## config.mk

```make
export PLATFORM = sky130hd
export DESIGN_NAME = sqrt_scheduler_flat
export DESIGN_NICKNAME = d
export VERILOG_FILES = /design/src/rtl/sqrt_scheduler_if.sv /design/src/rtl/sqrt_scheduler.sv /design/src/flat_wrapper.sv
export SDC_FILE = /design/constraint.sdc
export NUM_CORES = 1
export LEC_CHECK = 0
export BUFFER_PORTS_ARGS = -buffer_cell sky130_fd_sc_hd__buf_2
export CORE_UTILIZATION = 50
export CTS_CLUSTER_DIAMETER = 100
export DETAILED_ROUTE_END_ITERATION = 8
export PLACE_DENSITY = 0.68
export SLEW_MARGIN = 20
export SYNTH_ARGS = -nofsm -noshare
export SYNTH_HDL_FRONTEND = slang
export SYNTH_SLANG_ARGS = --single-unit
```

## constraint.sdc

```tcl
create_clock -name clk -period 9 [get_ports clk]
set_input_delay 1.35 -clock clk [delete_from_list [all_inputs] [get_ports clk]]
set_output_delay 1.35 -clock clk [all_outputs]
set_load 0.1 [all_outputs]
```

## src/rtl/sqrt_scheduler_if.sv

```systemverilog
// rtl/sqrt_scheduler_if.sv - requester/result bundle for the shared square-root scheduler
//   req_valid  [NREQ]       requester i has a radicand pending
//   req_data   [NREQ*NBITS] radicand of requester i at [i*NBITS +: NBITS]
//   req_ready  [NREQ]       one-hot grant
//   busy                    engine occupied
//   res_valid  [NREQ]       one-hot single-cycle result strobe
//   res_answer [MBITS]      floor(sqrt(radicand)), held until next result
interface sqrt_scheduler_if #(
    parameter int NBITS = 21,
    parameter int MBITS = (NBITS + 1) / 2,
    parameter int NREQ  = 3
);
    logic [NREQ-1:0]       req_valid;
    logic [NREQ*NBITS-1:0] req_data;
    logic [NREQ-1:0]       req_ready;
    logic                  busy;
    logic [NREQ-1:0]       res_valid;
    logic [MBITS-1:0]      res_answer;

    modport master (
        output req_valid, req_data,
        input  req_ready, busy, res_valid, res_answer
    );

    modport slave (
        input  req_valid, req_data,
        output req_ready, busy, res_valid, res_answer
    );
endinterface

```

## src/rtl/sqrt_scheduler.sv

```systemverilog
// rtl/sqrt_scheduler.sv - round-robin scheduler sharing one bit-serial integer square-root engine
//   clk      system clock, rising edge
//   reset_n  asynchronous active-low reset
//   bus      sqrt_scheduler_if.slave: requests in, grants/results out
//   Optional (macro SQRT_SCHED_STATS_EN):
//     ops_done[15:0]     wrapping count of result strobes
//     stall_cycles[15:0] saturating count of cycles with a valid request but no handshake
module sqrt_scheduler #(
    parameter int NBITS = 21,
    parameter int MBITS = (NBITS + 1) / 2,
    parameter int NREQ  = 3
) (
    input  logic              clk,
    input  logic              reset_n,
    sqrt_scheduler_if.slave   bus
`ifdef SQRT_SCHED_STATS_EN
    ,
    output logic [15:0]       ops_done,
    output logic [15:0]       stall_cycles
`endif
);
    localparam int IW  = $clog2(NREQ);
    localparam int BW  = (MBITS > 1) ? $clog2(MBITS) : 1;
    localparam int SQW = 2 * MBITS;

    typedef enum logic [1:0] {IDLE, BUSY, RESULT} state_t;

    state_t            state;
    logic [IW-1:0]     last;
    logic [IW-1:0]     tag;
    logic [NBITS-1:0]  radicand;
    logic [MBITS-1:0]  answer;
    logic [BW-1:0]     bitc;
    logic              busy_q;
    logic [NREQ-1:0]   res_valid_q;
    logic [MBITS-1:0]  res_answer_q;

    // Round-robin winner: first valid requester scanning from last+1.
    logic              win_found;
    logic [IW-1:0]     win_idx;
    int                cand;

    always_comb begin
        win_found = 1'b0;
        win_idx   = '0;
        cand      = 0;
        for (int k = 1; k <= NREQ; k++) begin
            cand = int'(last) + k;
            if (cand >= NREQ) cand = cand - NREQ;
            if (!win_found && bus.req_valid[cand]) begin
                win_found = 1'b1;
                win_idx   = IW'(cand);
            end
        end
    end

    logic              handshake;
    logic [NBITS-1:0]  sel_data;

    assign handshake     = (state == IDLE) && win_found;
    assign sel_data      = bus.req_data[win_idx*NBITS +: NBITS];
    assign bus.req_ready = handshake ? (NREQ'(1) << win_idx) : '0;

    // One answer bit per cycle; the square is kept at full 2*MBITS width so
    // the all-ones radicand cannot overflow the comparison.
    logic [MBITS-1:0]  trial;
    logic [SQW-1:0]    trial_sq;
    logic [MBITS-1:0]  next_answer;

    always_comb begin
        trial       = answer | (MBITS'(1) << bitc);
        trial_sq    = SQW'(trial) * SQW'(trial);
        next_answer = (trial_sq <= SQW'(radicand)) ? trial : answer;
    end

    always_ff @(posedge clk or negedge reset_n) begin
        if (!reset_n) begin
            state        <= IDLE;
            last         <= IW'(NREQ - 1);
            tag          <= '0;
            radicand     <= '0;
            answer       <= '0;
            bitc         <= '0;
            busy_q       <= 1'b0;
            res_valid_q  <= '0;
            res_answer_q <= '0;
        end else begin
            res_valid_q <= '0;
            case (state)
                IDLE: begin
                    if (handshake) begin
                        radicand <= sel_data;
                        tag      <= win_idx;
                        last     <= win_idx;
                        answer   <= '0;
                        bitc     <= BW'(MBITS - 1);
                        busy_q   <= 1'b1;
                        state    <= BUSY;
                    end
                end
                BUSY: begin
                    answer <= next_answer;
                    if (bitc == '0) begin
                        res_answer_q <= next_answer;
                        res_valid_q  <= NREQ'(1) << tag;
                        state        <= RESULT;
                    end else begin
                        bitc <= bitc - 1'b1;
                    end
                end
                RESULT: begin
                    busy_q <= 1'b0;
                    state  <= IDLE;
                end
                default: state <= IDLE;
            endcase
        end
    end

    assign bus.busy       = busy_q;
    assign bus.res_valid  = res_valid_q;
    assign bus.res_answer = res_answer_q;

`ifdef SQRT_SCHED_STATS_EN
    always_ff @(posedge clk or negedge reset_n) begin
        if (!reset_n) begin
            ops_done     <= '0;
            stall_cycles <= '0;
        end else begin
            if (|res_valid_q) ops_done <= ops_done + 16'd1;
            if ((|bus.req_valid) && !handshake && (stall_cycles != 16'hFFFF))
                stall_cycles <= stall_cycles + 16'd1;
        end
    end
`endif
endmodule

```

## src/flat_wrapper.sv

```systemverilog
// flat-port wrapper written by rule: the top's interface ports become plain ports
module sqrt_scheduler_flat 
#(
    parameter int NBITS = 21,
    parameter int MBITS = (NBITS + 1) / 2,
    parameter int NREQ  = 3
)
  (clk, reset_n, bus_req_valid, bus_req_data, bus_req_ready, bus_busy, bus_res_valid, bus_res_answer);
  sqrt_scheduler_if #(.NBITS(NBITS), .MBITS(MBITS), .NREQ(NREQ)) bus_i ();
  input  logic clk;
  input  logic reset_n;
  input wire logic [$bits(bus_i.req_valid)-1:0] bus_req_valid;
  input wire logic [$bits(bus_i.req_data)-1:0] bus_req_data;
  output wire logic [$bits(bus_i.req_ready)-1:0] bus_req_ready;
  output wire logic [$bits(bus_i.busy)-1:0] bus_busy;
  output wire logic [$bits(bus_i.res_valid)-1:0] bus_res_valid;
  output wire logic [$bits(bus_i.res_answer)-1:0] bus_res_answer;
  assign bus_i.req_valid = bus_req_valid;
  assign bus_i.req_data = bus_req_data;
  assign bus_req_ready = bus_i.req_ready;
  assign bus_busy = bus_i.busy;
  assign bus_res_valid = bus_i.res_valid;
  assign bus_res_answer = bus_i.res_answer;
  sqrt_scheduler #(.NBITS(NBITS), .MBITS(MBITS), .NREQ(NREQ)) u_core (.clk(clk), .reset_n(reset_n), .bus(bus_i));
endmodule
```

==> summary.md, run 1 <==
| Metric | Value |
|---|---|
| Status | `finished clean` |
| Routed wire length | `16400 um` |
| CP Data Required Time | `9.22 ns` |
| Max Freq | `120 MHz` |
| Async SR Flop Fraction | `100%` |
| Min-Delay Path Depth | `2` |
| EDFF count, synth | `0` |
| Post-CTS setup buffer count | `0` |
| Horiz. Die Dim | `117 um` |
| Mean area per synthesized cell | `8.80 um2` |
| Gpl congestion | `0.891` |
| Gate Count Post-Synth | `756` |
| R2r worst-path depth | `29` |
| Ys flop type | `dfrtp_1` |
| Register area share after synthesis | `21.1%` |
| DP HPWL | `13500 um` |
| MaxCap Viol Count | `0` |
| Placement Setup Slack | `0.576 ns` |
| Worst-case clock skew | `0.00863 ns` |
| Die ar. | `0.0138 mm2` |
| First-pass GRT wire length | `27700 um` |
| CP most frequent cell | `fa_1` |
| Minimum clock period | `8.33 ns` |
| Clock Latency Late Sink | `0.30 ns` |
| Core area | `0.0128 mm2` |
| Antenna cells | `0` |
| Slowest stage cell, crit path | `fa_1` |
| Hold buffers post-CTS | `0` |
| Root buffer cell | `clkbuf_16` |
| H-tree lvl count | `2` |
| Worst slew pin tran | `0.882 ns` |
| Crit path launch type | `register` |
| RSZ-0062 raised after global routing | `no` |
| 1st-pass router iterations | `5` |
| Critical Path Fanout Max | `9` |
| Worst hold margin | `0.475 ns` |
| Initial antenna violation count | `0` |
| Most common cell in the netlist | `inv_1` |
| Routed Antenna Nets | `0` |
| Max stage delay on crit path | `0.55 ns` |
| Syn Nets | `968` |
| Cell variety after synth | `57` |
| Critical path class | `register to register` |
| Yosys reg bits | `56` |
| Fin. Hold Viols | `0` |
| Placed insts | `1008` |
| Num CTS Buffers | `5` |
| DRC | `0` |
| Main area contributors after synthesis | `dfrtp_1 21%, fa_1 19%, ha_1 15%, inv_1 7.6%, nand2_1 5.4%` |
| CTS tree | `yes` |
| GR Util All Layers | `24.9%` |
| Slew margin rel. | `41.0%` |
| Post-synth top cells | `135 x inv_1, 96 x nand2_1, 80 x ha_1, 64 x fa_1, 55 x dfrtp_1` |
| PortBufs | `85` |
| Post-DR wirelength/cell | `16.1 um` |
| Final period utilization | `92.6%` |
| Largest net degree at the start of global routing | `57` |
| Number of nets in the layout | `1055` |
| Setup TNS | `0 ns` |
| Post-synth top area share | `20.7%` |
| Initial DRC count | `385` |
| Layout Cells excl Fill | `1016` |
| Synthesized cell area | `0.00665 mm2` |
| Initial Util | `52.1%` |
| Vias per inst | `5.50` |
| Worst Hold Class | `register to register` |
| # rows | `41` |
| Layout cells sized above 1 | `15.2%` |
| Routed via count | `5588` |
| Die height | `117 um` |
| Synth area leader | `dfrtp_1` |
| Max Slew Vio Count | `0` |
| TritonCTS sink count | `56` |
| Final-report setup violation count | `0` |
| Max clock buf depth | `2` |
| Area Overhead vs Synth | `12.3%` |
| WP data arrival | `8.56 ns` |
| Ports | `86` |
| Vias in the first global route | `5776` |
| Total gr overflow | `0` |
| CTS clk-pin slew, worst paths | `0.08 ns` |
| Setup ws final | `0.665 ns` |
| Worst setup EP type | `register` |
| YS warnings | `0` |
## stage by stage
stage               util [%]  area [um2]
floorplan                  -        6650
global placement        57.3        7320
detailed placement      57.3        7320
CTS                     58.5        7470
global route            58.5        7470
finish                  58.5        7470
## what timing repair did
action,4_1_cts,5_1_grt
endpoints found under the hold margin,0,0
resized for setup,0,2
endpoints found under the setup margin,0,9
## critical path: cells and delay by family, from the launching register on
family	cells	cell delay, ns
AND/OR/NAND/NOR	6	0.99
AO/OA/AOI/OAI	10	2.82
buffers and inverters	5	0.58
flip-flops	1	0.44
adder cells (fa/ha/maj)	8	3.41
## kinds of logic (layout without fill, tap and decap cells)
group / Yosys count / count (layout) / share of synthesized area (%)
compound gates: 140 / 140 / 14.7
fa+ha+maj: 144 / 144 / 34.3
flops: 56 / 56 / 21.1
xor+xnor: 20 / 20 / 2.63
buf+inv: 158 / 246 / 8.99
mux: 27 / 27 / 4.10
simple gates: 211 / 211 / 14.2
## registers in the layout (all words and copies together), names as in the netlist
name and count:
u_core.bitc 4, u_core.radicand 21, u_core.state 2, u_core.last 1, u_core.bus.busy 1, u_core.answer 11, u_core.tag 2, u_core.bus.res_valid 3
u_core.bus.res_answer 11
## final cells by class
type	instances	area (um2)
flip-flops and latches	56	1400
inverters	141	533
fillers	1120	5300
well taps	172	215
clock buffers	5	125
clock inverters	3	27.5
multi-input cells	542	4660
repair buffers	97	515
## path summary, 6_finish.rpt
| path | startpoint | endpoint | slack (ns) |
|---|---|---|---|
| setup / recovery | u_core.bitc[0]$_DFFE_PN0P_ | u_core.answer[3]$_DFFE_PN0P_ | 0.67 |
| hold / removal | u_core.bus.res_answer[7]$_DFFE_PN0P_ | u_core.bus.res_answer[7]$_DFFE_PN0P_ | 0.48 |
| setup reg to reg | u_core.bitc[0]$_DFFE_PN0P_ | u_core.answer[3]$_DFFE_PN0P_ | 0.67 |
| hold reg to reg | u_core.bus.res_answer[7]$_DFFE_PN0P_ | u_core.bus.res_answer[7]$_DFFE_PN0P_ | 0.48 |
| max in group asynchronous | reset_n | u_core.answer[7]$_DFFE_PN0P_ | 7.32 |
| min in group asynchronous | reset_n | u_core.radicand[4]$_DFFE_PN0P_ | 1.18 |
## layer usage
layer | vias up | share of wire (%) | track usage [%]
li1 | 2680 | - | -
met1 | 2750 | 43 | 32.3
met2 | 144 | 51 | 44.2
met3 | 14 | 4.4 | 2.68
met4 | 0 | 1.3 | 6.25
met5 | - | 0 | 0
## cell usage in the layout (no fill, tap or decap), types with 3 or more instances in the layout
cell type	instances
nor3_1	9
inv_2	3
a21oi_1	34
a211oi_1	3
nor2_1	50
nand3_1	18
nand2b_1	6
fa_1	64
a21o_1	16
o221ai_1	19
and3_1	5
o31ai_1	4
nor2b_1	9
buf_4	12
xor2_1	6
xnor2_1	14
dfrtp_1	55
o21ai_1	10
nor4_1	3
clkbuf_16	5
o21ai_2	9
o21ai_0	15
o211ai_1	5
buf_2	85
nor3b_1	3
ha_1	80
nand2_1	96
mux2i_1	25
inv_1	135
nand4_1	6
Power of run 1 is left out: the tool's default activity adds up to more than one toggle a clock period on the data nets, which glitch-free logic cannot reach.
==> run 2: changes to the inputs <==
- CORE_MARGIN: default -> 4
- CORE_UTILIZATION: 50 -> 60
- PLACE_DENSITY: 0.68 -> 0.79
- SLEW_MARGIN: 20 -> 0
==> run 2 against run 1 <==
Compared with the run above: routed wire length fell by 0.85%; sequential share of layout area rose by 0.24 points; via count rose by 0.14%; setup slack got worse by 0.044 ns; maximum frequency fell by 0.52%; critical endpoint is now u_core.answer[6]$_DFFE_PN0P_; worst hold slack improved by 0.0076 ns; final cell count fell by 3.1%; die area fell by 6.8%; non-clock buffer count did not move; flip-flop and latch count did not move.
==> summary.md, run 2 (synthesis results as in run 1) <==
| Metric | Value |
|---|---|
| CTS tree | `yes` |
| Max stage delay on crit path | `0.55 ns` |
| Filler cell count in the final layout | `896` |
| Routed Antenna Nets | `0` |
| Minimum clock period | `8.38 ns` |
| First-pass GRT wire length | `27400 um` |
| Initial Util | `61.4%` |
| Die height | `113 um` |
| Area Overhead vs Synth | `10.9%` |
| Routed via count | `5596` |
| Largest net degree at the start of global routing | `57` |
| RSZ-0062 raised after global routing | `no` |
| Slew margin rel. | `37.9%` |
| Root buffer cell | `clkbuf_8` |
| Crit path launch type | `register` |
| Vias in the first global route | `5854` |
| Fin. Hold Viols | `0` |
| Die ar. | `0.0128 mm2` |
| # rows | `38` |
| Top reg by flops | `u_core.radicand` |
| Layout cells sized above 1 | `15.0%` |
| Routed wire length | `16200 um` |
| Total gr overflow | `0` |
| CP most frequent cell | `fa_1` |
| Multi-input combinational cell area | `0.00467 mm2` |
| TritonCTS sink count | `56` |
| Setup TNS | `0 ns` |
| Worst Hold Class | `register to register` |
| Critical Path Fanout Max | `9` |
| Min-Delay Path Depth | `2` |
| DP HPWL | `13400 um` |
| Core area | `0.0108 mm2` |
| Antenna cells | `0` |
| Num CTS Buffers | `5` |
| Hold buffers post-CTS | `0` |
| DRC | `0` |
| CTS clk-pin slew, worst paths | `0.10 ns` |
| Slowest stage cell, crit path | `fa_1` |
| Max Slew Vio Count | `0` |
| Worst hold margin | `0.483 ns` |
| Post-DR wirelength/cell | `16.5 um` |
| CP Data Required Time | `9.25 ns` |
| Finished Core Util | `68.1%` |
| Vias per inst | `5.69` |
| Initial antenna violation count | `0` |
| Most common cell after layout, fill and taps aside | `inv_1` |
| Max FFs per register | `21` |
| Placement Setup Slack | `0.519 ns` |
| Commonest non-fill, non-tap cells in the layout | `135 x inv_1, 96 x nand2_1, 85 x buf_2, 80 x ha_1, 64 x fa_1` |
| Setup ws final | `0.621 ns` |
| 1st-pass router iterations | `5` |
| Final-report setup violation count | `0` |
| Clock Latency Late Sink | `0.32 ns` |
| Worst slew pin tran | `0.931 ns` |
| Max Freq | `119 MHz` |
| Number of nets in the layout | `1055` |
| PortBufs | `85` |
| Worst setup EP type | `register` |
| Max clock buf depth | `2` |
| Final period utilization | `93.1%` |
| Critical path class | `register to register` |
| WP data arrival | `8.62 ns` |
| GR Util All Layers | `26.4%` |
| Ports | `86` |
| Register area | `0.00140 mm2` |
| MaxCap Viol Count | `0` |
| Horiz. Die Dim | `113 um` |
| Worst-case clock skew | `0.0111 ns` |
| Gpl congestion | `0.907` |
| R2r worst-path depth | `28` |
| Post-CTS setup buffer count | `0` |
| Initial DRC count | `370` |
| H-tree lvl count | `2` |
| Status | `finished clean` |
run 2: changes by cell type in the layout (fill, tap and decap cells not counted):
cell        previous run  this run
clkbuf_8               0         5
inv_8                  1         0
a2111oi_2              1         0
clkinvlp_4             2         0
inv_6                  0         1
a2111oi_4              0         1
clkbuf_16              5         0
clkinv_2               0         1
clkinv_1               2         3
run 2: routing by layer:
metal / vias to the layer above / track usage (%) / wire, um
met5: - / 0 / 0
li1: 2679 / - / -
met3: 22 / 2.62 / 677
met4: 0 / 8.17 / 355
met1: 2741 / 34.3 / 6840
met2: 154 / 46.5 / 8370
run 2: stage by stage:
step | cell area (um2) | instances
after floorplan | 6650 | 756
after detailed placement | 7280 | 976
after CTS | 7370 | 984
after global placement | 7280 | 976
final | 7380 | 984
after global routing | 7380 | 984
run 2: final timing paths:
| kind | slack, ns | start | endpoint |
|---|---|---|---|
| max | 0.62 | u_core.bitc[0]$_DFFE_PN0P_ | u_core.answer[6]$_DFFE_PN0P_ |
| min | 0.48 | u_core.bus.res_answer[7]$_DFFE_PN0P_ | u_core.bus.res_answer[7]$_DFFE_PN0P_ |
| max reg2reg | 0.62 | u_core.bitc[0]$_DFFE_PN0P_ | u_core.answer[6]$_DFFE_PN0P_ |
| min reg2reg | 0.48 | u_core.bus.res_answer[7]$_DFFE_PN0P_ | u_core.bus.res_answer[7]$_DFFE_PN0P_ |
| max in group asynchronous | 7.35 | reset_n | u_core.bitc[3]$_DFFE_PN0P_ |
| min in group asynchronous | 1.15 | reset_n | u_core.radicand[17]$_DFFE_PN0P_ |
run 2: cell type report:
class | instances | area share [%]
clock buffers | 5 | 0.932
flip-flops and latches | 56 | 19.0
well taps | 140 | 2.37
inverters | 141 | 7.17
multi-input cells | 542 | 63.2
clock inverters | 3 | 0.305
repair buffers | 97 | 6.98
run 2: critical path: cells and delay by family, from the launching register on:
kind	cells	cell delay [ns]
adders and majority gates	8	3.45
and+or+nand+nor	2	0.52
DFF	1	0.44
AOI/OAI and AO/OA	12	3.19
buffers and inverters	6	0.71
run 2: what timing repair did:
action                     in CTS  in global routing
gates resized for setup         0                  2
hold endpoints to repair        0                  0
setup endpoints to repair       0                 15
Power of run 2 is left out for the same reason.
